$ cat src/rtl/csr_ctrl_pkg.sv
// Shared constants and types for the CSR instruction sequencer.
package csr_ctrl_pkg;

  localparam logic [2:0] CSRRW  = 3'b001;
  localparam logic [2:0] CSRRS  = 3'b010;
  localparam logic [2:0] CSRRC  = 3'b011;
  localparam logic [2:0] CSRRWI = 3'b101;
  localparam logic [2:0] CSRRSI = 3'b110;
  localparam logic [2:0] CSRRCI = 3'b111;

  localparam logic [11:0] MSTATUS = 12'h300;
  localparam logic [11:0] MTVEC   = 12'h305;
  localparam logic [11:0] MEPC    = 12'h341;
  localparam logic [11:0] MCAUSE  = 12'h342;
  localparam logic [11:0] MCYCLE  = 12'hB00;
  localparam logic [11:0] MCYCLEH = 12'hB80;

  typedef enum logic [1:0] {IDLE, READ, WRITE, RESP} state_t;

  typedef enum logic [1:0] {OP_NOP, OP_CSR, OP_ECALL, OP_MRET} op_kind_t;

  // ecall wins over mret; funct3 x00 without either flag is a no-op.
  function automatic op_kind_t decode_kind(input logic [2:0] funct3,
                                           input logic is_ecall,
                                           input logic is_mret);
    if (is_ecall)                 return OP_ECALL;
    else if (is_mret)             return OP_MRET;
    else if (funct3[1:0] != 2'b00) return OP_CSR;
    else                          return OP_NOP;
  endfunction

endpackage

$ cat src/rtl/csr_ctrl_alu.sv
// Combinational CSR read-modify-write: old value, source and funct3 -> new value.
module csr_alu
  import csr_ctrl_pkg::*;
#(
  parameter int unsigned XLEN = 32
) (
  input  logic [XLEN-1:0] old_val,
  input  logic [XLEN-1:0] src,
  input  logic [2:0]      funct3,
  output logic [XLEN-1:0] new_val
);

  always_comb begin
    new_val = old_val;
    case (funct3)
      CSRRW, CSRRWI: new_val = src;
      CSRRS, CSRRSI: new_val = old_val | src;
      CSRRC, CSRRCI: new_val = old_val & ~src;
      default: ;
    endcase
  end

endmodule

$ cat src/rtl/csr_ctrl.sv
// Multi-cycle CSR/SYSTEM instruction sequencer (IDLE->READ->WRITE->RESP).
// Optional local 64-bit mcycle counter at 0xB00/0xB80 under `CSR_CTRL_MCYCLE_EN.
module csr_ctrl
  import csr_ctrl_pkg::*;
#(
  parameter int unsigned XLEN = 32
) (
  input  logic            clk,
  input  logic            rst,
  input  logic            in_valid,
  output logic            in_ready,
  input  logic [2:0]      in_funct3,
  input  logic [11:0]     in_csr_addr,
  input  logic [XLEN-1:0] in_rs1_data,
  input  logic [4:0]      in_zimm,
  input  logic [4:0]      in_rd,
  input  logic            in_is_ecall,
  input  logic            in_is_mret,
  input  logic [XLEN-1:0] in_pc,
  output logic [11:0]     csr_addr,
  output logic [XLEN-1:0] csr_wdata,
  output logic            csr_we,
  output logic            csr_ecall,
  output logic [XLEN-1:0] csr_pc,
  input  logic [XLEN-1:0] csr_rdata,
  input  logic [XLEN-1:0] csr_mtvec,
  input  logic [XLEN-1:0] csr_mepc,
  output logic            out_valid,
  input  logic            out_ready,
  output logic [4:0]      out_rd,
  output logic            out_rd_we,
  output logic [XLEN-1:0] out_rd_wdata,
  output logic            out_redirect,
  output logic [XLEN-1:0] out_redirect_pc
);

  state_t          state, state_next;
  op_kind_t        kind_q;
  logic [2:0]      funct3_q;
  logic [11:0]     addr_q;
  logic [XLEN-1:0] rs1_q, pc_q, old_q, new_q, redir_pc_q;
  logic [4:0]      zimm_q, rd_q;
  logic [XLEN-1:0] src, old_src, alu_new;
  logic            wr_req, local_hit;

  assign src    = funct3_q[2] ? XLEN'(zimm_q) : rs1_q;
  // Set/clear forms write only when the rs1 field is nonzero.
  assign wr_req = (kind_q == OP_CSR) && ((funct3_q[1:0] == 2'b01) || (zimm_q != '0));

`ifdef CSR_CTRL_MCYCLE_EN
  logic [63:0] mcycle_q;

  // Served locally; the CSR file only decodes the low address byte.
  assign local_hit = (addr_q == MCYCLE) || (addr_q == MCYCLEH);

  always_comb begin
    old_src = csr_rdata;
    if (addr_q == MCYCLE)       old_src = XLEN'(mcycle_q[31:0]);
    else if (addr_q == MCYCLEH) old_src = XLEN'(mcycle_q[63:32]);
  end

  always_ff @(posedge clk) begin
    if (rst)
      mcycle_q <= '0;
    else if (state == WRITE && wr_req && addr_q == MCYCLE)
      mcycle_q[31:0] <= new_q[31:0];
    else if (state == WRITE && wr_req && addr_q == MCYCLEH)
      mcycle_q[63:32] <= new_q[31:0];
    else
      mcycle_q <= mcycle_q + 64'd1;
  end
`else
  assign local_hit = 1'b0;
  assign old_src   = csr_rdata;
`endif

  csr_alu #(.XLEN(XLEN)) u_alu (
    .old_val (old_src),
    .src     (src),
    .funct3  (funct3_q),
    .new_val (alu_new)
  );

  always_ff @(posedge clk) begin
    if (rst) state <= IDLE;
    else     state <= state_next;
  end

  // Strobes are gated by rst so a reset in WRITE never reaches the CSR file.
  always_comb begin
    state_next   = state;
    in_ready     = 1'b0;
    csr_we       = 1'b0;
    csr_ecall    = 1'b0;
    out_valid    = 1'b0;
    out_rd_we    = 1'b0;
    out_redirect = 1'b0;
    case (state)
      IDLE: begin
        in_ready = 1'b1;
        if (in_valid) state_next = READ;
      end
      READ: state_next = WRITE;
      WRITE: begin
        csr_we     = wr_req && !local_hit && !rst;
        csr_ecall  = (kind_q == OP_ECALL) && !rst;
        state_next = RESP;
      end
      RESP: begin
        out_valid    = 1'b1;
        out_rd_we    = (kind_q == OP_CSR) && (rd_q != '0);
        out_redirect = (kind_q == OP_ECALL) || (kind_q == OP_MRET);
        if (out_ready) state_next = IDLE;
      end
      default: state_next = IDLE;
    endcase
  end

  always_ff @(posedge clk) begin
    if (rst) begin
      kind_q     <= OP_NOP;
      funct3_q   <= '0;
      addr_q     <= '0;
      rs1_q      <= '0;
      zimm_q     <= '0;
      rd_q       <= '0;
      pc_q       <= '0;
      old_q      <= '0;
      new_q      <= '0;
      redir_pc_q <= '0;
    end else begin
      case (state)
        IDLE: if (in_valid) begin
          kind_q   <= decode_kind(in_funct3, in_is_ecall, in_is_mret);
          funct3_q <= in_funct3;
          addr_q   <= in_csr_addr;
          rs1_q    <= in_rs1_data;
          zimm_q   <= in_zimm;
          rd_q     <= in_rd;
          pc_q     <= in_pc;
        end
        READ: begin
          old_q <= (kind_q == OP_CSR) ? old_src : '0;
          new_q <= alu_new;
        end
        WRITE: redir_pc_q <= (kind_q == OP_ECALL) ? csr_mtvec :
                             (kind_q == OP_MRET)  ? csr_mepc  : '0;
        default: ;
      endcase
    end
  end

  assign csr_addr        = addr_q;
  assign csr_wdata       = new_q;
  assign csr_pc          = pc_q;
  assign out_rd          = rd_q;
  assign out_rd_wdata    = old_q;
  assign out_redirect_pc = redir_pc_q;

endmodule

$ cat config.mk
export PLATFORM = sky130hd
export DESIGN_NAME = csr_ctrl
export DESIGN_NICKNAME = d
export VERILOG_FILES = /design/src/rtl/csr_ctrl_pkg.sv /design/src/rtl/csr_ctrl_alu.sv /design/src/rtl/csr_ctrl.sv
export SDC_FILE = /design/constraint.sdc
export NUM_CORES = 1
export LEC_CHECK = 0
export ABC_CLOCK_PERIOD_IN_PS = 1500
export BUFFER_PORTS_ARGS = -buffer_cell sky130_fd_sc_hd__clkbuf_2
export CELL_PAD_IN_SITES_DETAIL_PLACEMENT = 2
export CELL_PAD_IN_SITES_GLOBAL_PLACEMENT = 2
export CORE_ASPECT_RATIO = 0.75
export CORE_MARGIN = 1
export CORE_UTILIZATION = 23
export DETAILED_ROUTE_END_ITERATION = 10
export GPL_ROUTABILITY_DRIVEN = 0
export GPL_TIMING_DRIVEN = 0
export HOLD_SLACK_MARGIN = 0.08
export PLACE_DENSITY_LB_ADDON = 0.1
export SLEW_MARGIN = 10
export SYNTH_ARGS = -nofsm -noshare
export SYNTH_HDL_FRONTEND = slang
export SYNTH_SLANG_ARGS = --single-unit
$ cat constraint.sdc
create_clock -name clk -period 1.5 [get_ports clk]
set_input_delay 0.15 -clock clk [delete_from_list [all_inputs] [get_ports clk]]
set_output_delay 0.15 -clock clk [all_outputs]
set_load 0.02 [all_outputs]
; ---- After elaboration in Yosys (flattened, before gate mapping)
; Index checks and enable logic that the tools add are counted.
[op_classes]
bitwise = 3
reduce_logical = 16
mux = 17
eq_ne = 15
[op_table]
columns = op, n
row1 = two-way mux 32 bit, 4
row2 = one-hot mux 32 bit (3 select lines), 1
row3 = AND 32 bit, 1
row4 = NOT 32 bit, 1
row5 = OR 32 bit, 1
row6 = nonzero test 5 bit, 2
row7 = "== test 3 bit, second input constant", 3
row8 = "== test 2 bit, second input constant", 4
row9 = two-way mux 2 bit, 4
row10 = one-hot mux 2 bit (4 select lines), 1
row11 = two-way mux 1 bit, 7
row12 = "== test 2 x 1 -> 1 bit, second input constant", 3
row13 = "== test 3 x 2 -> 1 bit, second input constant", 2
row14 = OR reduction 2 bit, 3
row15 = logical AND 1 bit, 4
row16 = "!= test 2 bit, second input constant", 2
row17 = AND reduction 2 bit, 2
row18 = "== test 3 x 1 -> 1 bit, second input constant", 1
row19 = zero test 2 bit, 1
row20 = logical OR 1 bit, 2
row21 = nonzero test 2 bit, 1
row22 = zero test 1 bit, 1
[totals]
out_inout_bits = 151
wordCells = 62
regBits = 189
inputBits = 191

; ---- Longest topological paths before layout
; Gate-level depths: netlist of the first run.
[depth]
word_depth = 5
mapped_depth = 8
mapped_depth_nobuf = 5

; ---- By module
; From an unflattened synthesis of the first run, not the netlist that was laid out.
[unflattened]
hier_cells = 919
area_unflattened_um2 = 7931.4
[by_module_without_submodules]
columns = mod, area_each_um2, instances, seq_area_each_um2, cells_each
row1 = csr_ctrl, 7003.0, 1, 3783.6, 777
row2 = csr_alu, 928.4, 1, 0.0, 142

; ---- Least setup slack after synthesis of the first run
; Ideal clock, no wire load.
[synth_timing]
kind = register to output
from = register state[0]
to = output csr_ecall
path_stages_with_launch = 5
path_buffers = 1
setup_slack_ps = -387
arrival_time_ps = 1737
required_time_ps = 1350
path_cell_list = dfxtp_1 inv_1 ha_1 clkbuf_1 nor4bb_1
[synth_between]
elab_chain_cells = 2
[synth_rtl]
columns = item, line
row1 = start: declaration, csr_ctrl.sv:37  ; state_t state, state_next;
row2 = start signal: assignment, csr_ctrl.sv:86  ; else state <= state_next;
row3 = == test 2 bit, csr_ctrl.sv:98  ; case (state)
row4 = two-way mux 1 bit, csr_ctrl.sv:98
row5 = end: declaration, csr_ctrl.sv:23  ; output logic csr_ecall,
; Every way passes these cells.

; ---- Final worst setup path of the first run
[layout_timing]
from = register state[0]
to = output csr_we
[layout_between]
elab_chain_cells = 2
[layout_rtl]
columns = item, line
row1 = == test 2 bit, csr_ctrl.sv:98
row2 = two-way mux 1 bit, csr_ctrl.sv:98
row3 = end: declaration, csr_ctrl.sv:22  ; output logic csr_we,
; Every way passes these cells.

==> results_dict.tcl, run 1 <==
set metrics [dict create \
    fmax_mhz 585 \
    grt_max_degree 17 \
    grt_pass1_vias 9825 \
    ys_seq_area_share_pct 47.7 \
    clk_pin_slew_worst_paths_ns 0.07 \
    ir_worst_vdd_uv 697 \
    total_power_mw 21.3 \
    crit_path_max_fanout 4 \
    critPathArrivalTime_ns 1.56 \
    ys.flop_type "dfxtp_1" \
    clock_latency_ns 0.44 \
    post-place-ws_ns -0.535 \
    area_growth_pct 73.0 \
    yosys_register_bits 189 \
    synth_area_um2 7940 \
    ant_nets 0 \
    hold_path_class "primary input to flip-flop" \
    slew_violations 0 \
    die_y_um 163 \
    nFillCells 3790 \
    start_kind "flip-flop" \
    drive_gt1_share_pct 40.6 \
    port_buffers 340 \
    period_minus_slack_ns 1.71 \
    hpwlAfterDp_um 26900 \
    grt_use_met3_pct 6.33 \
    start_util_pct 23.5 \
    wl_um 39300 \
    dr.pass1.iters 4 \
    finalSetupViolations 72 \
    synth_edf_count 0 \
    p_per_area_nw_per_um2 1550 \
    syn_avg_cell_area_um2 8.19 \
    root_buffer "clkbuf_16" \
    critPathKind "flip-flop to output pin" \
    tns_ns -4.84 \
    cts_buffer_depth 2 \
    hold_violations 0 \
    drt_iter0_markers 217 \
    hold_ws_ns 0.0865 \
    vias 9036 \
    core-area_um2 33700 \
    final_nets 1697 \
    synthArstFlopShare_pct 0 \
    critPathCaptureType "output pin" \
    drcViolationCount 0 \
    grt_pass1_wl_um 57700 \
    relSlewSlack_pct 51.4 \
    p_leak_nw 5.80 \
    worst_pin_slew_ns 0.730 \
    rows 58 \
    synth_nets 1165 \
    outcome "finished, violations left" \
    cts_inserted_buffers 17 \
    cts_tree "done" \
    layout_setup_ws_ns -0.210 \
    netlist_instances 969 \
    cts.sink_count 189 \
    antenna_found_initial 2 \
    busiest_layer "met2" \
    die-area_um2 35300 \
    grt_util_met1_pct 26.0 \
    vias_per_cell 4.60 \
    grt_use_total_pct 21.5 \
    grt_setup_unrepaired "true" \
    die_w_um 217 \
    period_share_pct 114 \
    grt_overflow_total 0 \
    cp.required_ns 1.35 \
    violations "setup timing" \
    drv_cap 0 \
    grtUsageMet2_pct 37.9 \
    skew_ns 0.0101 \
    ys_types 37 \
    ios 342 \
    yosysWarnings 0 \
    wl_per_cell_um 20.0 \
    ctsHtreeMaxLevel 4 \
]
## routing by layer
layer / share of wire (%) / wire length (um) / vias to the layer above
li1: - / - / 4369
met3: 5.1 / 1990 / 20
met1: 44 / 17100 / 4461
met4: 0.75 / 295 / 2
met2: 50 / 19800 / 184
met5: 0.033 / 13 / -
## layout make-up
type	count	area, um2	area share (%)
Timing Repair Buffer	515	3680	26.8
Antenna cell	1	2.50	0.0182
Buffer	81	832	6.06
Sequential cell	189	3790	27.6
Tap cell	450	563	4.10
Multi-Input combinational cell	690	4260	31.0
Inverter	7	47.5	0.346
Clock inverter	5	56.3	0.410
Clock buffer	26	509	3.71
## state kept, by name, indices dropped and copies added, names as in the netlist
signal	count
zimm_q	5
out_redirect_pc	32
kind_q	2
rs1_q	32
funct3_q	3
out_rd	5
out_rd_wdata	32
csr_pc	32
state	2
csr_wdata	32
csr_addr	12
## cells in the mapped netlist, types with 2 or more instances
master      n  area [um2]
inv_2       2        7.51
and2_1      5        31.3
dfxtp_1   189        3780
a311oi_1   28         245
nor2b_1    38         238
a22oi_1    32         240
a31oi_1     6        37.5
buf_6       3        33.8
nand2_1   182         683
ha_1        5        62.6
buf_4      10        75.1
clkbuf_1   43         161
mux2i_1     4        40.0
nor2_1     95         357
nor3_1      8        40.0
buf_1       8        30.0
or2_0       3        18.8
inv_1       4        15.0
mux2_2     35         394
nand3_1    59         295
nand2b_1   26         163
a21oi_1   151         756
buf_2      19        95.1
## per-stage QoR
stage          area (um2)  cells  utilization (%)
3_5_place_dp        10200   1759             30.4
2_1_floorplan        7980    969                -
4_1_cts             12800   1948             37.8
3_3_place_gp        10200   1759             30.4
6_report            13700   1964             40.7
5_1_grt             13700   1963             40.7
## cell families after synthesis
family / share of synthesized area (%)
AOI/OAI and AO/OA: 16.7
xor gates and xnor gates: 0.347
adders and majority gates: 0.788
buffers and inverters: 5.31
DFF: 47.7
muxes: 5.47
and+or+nand+nor: 23.7
## placed cells by master, fill, tap and decap left out, types with 3 or more instances in the layout
master	instances
a21oi_1	111
a21oi_2	40
a22oi_1	6
a22oi_2	26
a311oi_1	25
a311oi_2	3
a31oi_1	6
and2_1	3
buf_1	3
buf_12	9
buf_2	5
buf_4	16
buf_6	22
buf_8	15
clkbuf_1	20
clkbuf_16	30
clkbuf_2	341
clkbuf_8	9
dfxtp_1	187
dlygate4sd3_1	148
ha_1	3
mux2_2	35
nand2_1	149
nand2_2	25
nand2_4	8
nand2b_1	26
nand3_1	59
nor2_1	94
nor2b_1	37
nor3_1	7
or2_0	3
## timing repair
action                     CTS  global route
gates cloned                 3            11
setup endpoints to repair  194           178
hold buffers               148             0
buffers inserted             9             4
pin swaps                   29             6
gates resized for setup    102           199
hold endpoints to repair   168             0
## path summary, 6_finish.rpt
check                     start                   to  slack (ns)  depth (start not counted)
setup / recovery       state[0]               csr_we       -0.21                          6
hold / removal    csr_mtvec[17]  out_redirect_pc[17]        0.09                          4
setup reg to reg       state[1]     out_rd_wdata[15]       -0.15                          8
hold reg to reg      csr_pc[10]           csr_pc[10]        0.46                          2
## power breakdown
group	leakage (nW)	internal [mW]	switching, mW
clock	0.276	2.51	2.07
sequential	1.54	5.98	0.632
combinational	3.98	4.49	5.63
## critical path, stage by stage, from the launching register on
cell	delay [ns]
dfxtp_4	0.36
inv_4	0.06
ha_4	0.14
clkbuf_16	0.13
nand4b_1	0.12
a21oi_2	0.14
clkbuf_8	0.16
No activity file was read; power rests on OpenSTA's default activity.
==> run 2, diff against run 1 <==
==> constraint.sdc (replaced) <==
create_clock -name clk -period 1.5 [get_ports clk]
set_input_delay 0.075 -clock clk [delete_from_list [all_inputs] [get_ports clk]]
set_output_delay 0.075 -clock clk [all_outputs]
set_load 0.02 [all_outputs]
==> run 2 against run 1 <==
  * The flow still finishes with violations (setup timing)
  * Combinational power fell by 8%
  * Clock skew fell by 0.0013 ns
  * Worst hold slack improved by 0.12 ns
  * Utilization fell by 0.37 points
  * Largest cell class unchanged
  * Global-route usage is 1.3 points higher
==> results_dict.tcl, run 2 (synthesis results as in run 1) <==
set metrics [dict create \
    fmax_mhz 610 \
    finish.instance_area_um2 13600 \
    hpwlAfterDp_um 26800 \
    reg2reg_depth 8 \
    finalSetupViolations 61 \
    drive_gt1_share_pct 35.1 \
    ant_nets 0 \
    clk_pin_slew_worst_paths_ns 0.07 \
    worstHoldEndpoint "csr_wdata[3]" \
    cts_buffer_depth 2 \
    cts_inserted_buffers 17 \
    cts_tree "done" \
    critPathCaptureType "output pin" \
    cp.required_ns 1.42 \
    cts.sink_count 189 \
    p_per_area_nw_per_um2 1520 \
    area_growth_pct 71.4 \
    start_util_pct 23.5 \
    root_buffer "clkbuf_16" \
    grt_pass1_wl_um 60300 \
    drv_cap 0 \
    min_path_cells 2 \
    grt_setup_unrepaired "true" \
    final_common_cell "clkbuf_2" \
    grt_max_degree 17 \
    die-area_um2 35300 \
    port_buffers 340 \
    dr.pass1.iters 4 \
    drcViolationCount 0 \
    core-area_um2 33700 \
    final_cell_mix "clkbuf_2, dlygate4sd3_1, dfxtp_1, nand2_1, a21oi_1" \
    path_cells "inv_4 > ha_4 > clkbuf_16 > nand4b_1 > a21oi_2 > clkbuf_8" \
    placed_area_um2 10200 \
    hold_path_class "primary input to flip-flop" \
    ir_worst_vdd_uv 613 \
    grt_overflow_total 0 \
    crit_path_max_fanout 4 \
    period_share_pct 109 \
    reg2reg_slack_ns -0.13 \
    grt_pass1_vias 10200 \
    grt_use_total_pct 22.7 \
    start_kind "flip-flop" \
    wl_um 40400 \
    critPathArrivalTime_ns 1.56 \
    critPathKind "flip-flop to output pin" \
    slew_violations 0 \
    rows 58 \
    wl_per_cell_um 20.2 \
    clock_latency_ns 0.46 \
    outcome "finished, violations left" \
    max_stage_delay_ns 0.35 \
    rr_startpoint "state[1]" \
    vias 9136 \
    violations "setup timing" \
    rr_endpoint "csr_wdata[0]" \
    period_minus_slack_ns 1.64 \
    vias_per_cell 4.58 \
    final_nets 1726 \
    ctsHtreeMaxLevel 4 \
    p_leak_nw 5.77 \
    relSlewSlack_pct 54.8 \
    die_w_um 217 \
    die_y_um 163 \
    multi_input_area_um2 4010 \
    post-place-ws_ns -0.499 \
    worst_pin_slew_ns 0.678 \
    skew_ns 0.00879 \
    min_from "rst" \
    hold_violations 0 \
    slowest_stage "dfxtp_2" \
    ios 342 \
    nFillCells 3781 \
    antenna_found_initial 3 \
    drt_iter0_markers 232 \
    regArea_um2 3790 \
    hold_ws_ns 0.207 \
    layout_setup_ws_ns -0.138 \
]
==> run 2: cell types whose count changed in the layout (fill, tap and decap cells not counted), sizes merged, moves of 2 or more <==
cell | before | now
dlygate4sd3 | 148 | 189
buf | 72 | 58
diode | 1 | 4
bufinv | 1 | 3
==> run 2: what timing repair did <==
item	CTS	global route
setup buffers	11	0
cloned	2	2
hold buffers	189	0
pin swaps	25	25
setup endpoints to repair	193	187
endpoints found under the hold margin	188	0
resized for setup	117	68
==> run 2: how the worst max path moves through the flow <==
stage | start | to | slack (ns) | depth (start not counted)
after CTS | state[0] | csr_we | -0.17 | 6
after global routing | state[1] | csr_wdata[4] | -0.21 | 9
after floorplan | state[0] | csr_ecall | -0.02 | 4
final | state[0] | csr_we | -0.14 | 6
after detailed placement | state[1] | csr_wdata[7] | -0.50 | 7
after global placement | state[1] | csr_wdata[5] | -0.50 | 7
==> run 2: layout make-up <==
| type | instances | area share, % |
|---|---|---|
| clock inverter | 6 | 0.809 |
| tap | 450 | 4.14 |
| clock buffer | 24 | 3.54 |
| antenna | 4 | 0.0736 |
| timing repair buffer | 544 | 28.0 |
| sequential | 189 | 27.8 |
| multi-input combinational | 690 | 29.4 |
| inverter | 7 | 0.423 |
| buffer | 81 | 5.76 |
==> run 2: worst max-delay path, delay by kind of cell, from the launching register on <==
kind | cells | cell delay, ns
and+or+nand+nor | 1 | 0.12
DFF | 1 | 0.35
adders and majority gates | 1 | 0.14
buffers and inverters | 3 | 0.36
AOI/OAI and AO/OA | 1 | 0.13
==> run 2: metrics by stage <==
| stage | util, % | setup TNS, ns | std cells | power (mW) |
|---|---|---|---|---|
| after floorplan | - | -0.0238 | 969 | 10.9 |
| after global placement | 30.4 | -48.29 | 1759 | 13.6 |
| after detailed placement | 30.4 | -53.16 | 1759 | 13.7 |
| after CTS | 39.5 | -3.19 | 1989 | 20.4 |
| after global routing | 40.3 | -10.27 | 1994 | 21.9 |
| final | 40.3 | -3.34 | 1995 | 20.7 |
==> run 2: report_power, final <==
group	internal [mW]	switching [mW]
registers	5.98	0.610
clock network	2.74	2.09
logic	3.99	5.29
total	12.7	7.99
==> run 2: per-layer routing <==
| layer | vias up | share of wire (%) | GRT usage [%] |
|---|---|---|---|
| met2 | 204 | 50 | 40.3 |
| met1 | 4463 | 43 | 26.8 |
| li1 | 4433 | - | - |
| met5 | - | 0 | 0 |
| met3 | 36 | 5.3 | 6.22 |
| met4 | 0 | 1.6 | 6.53 |
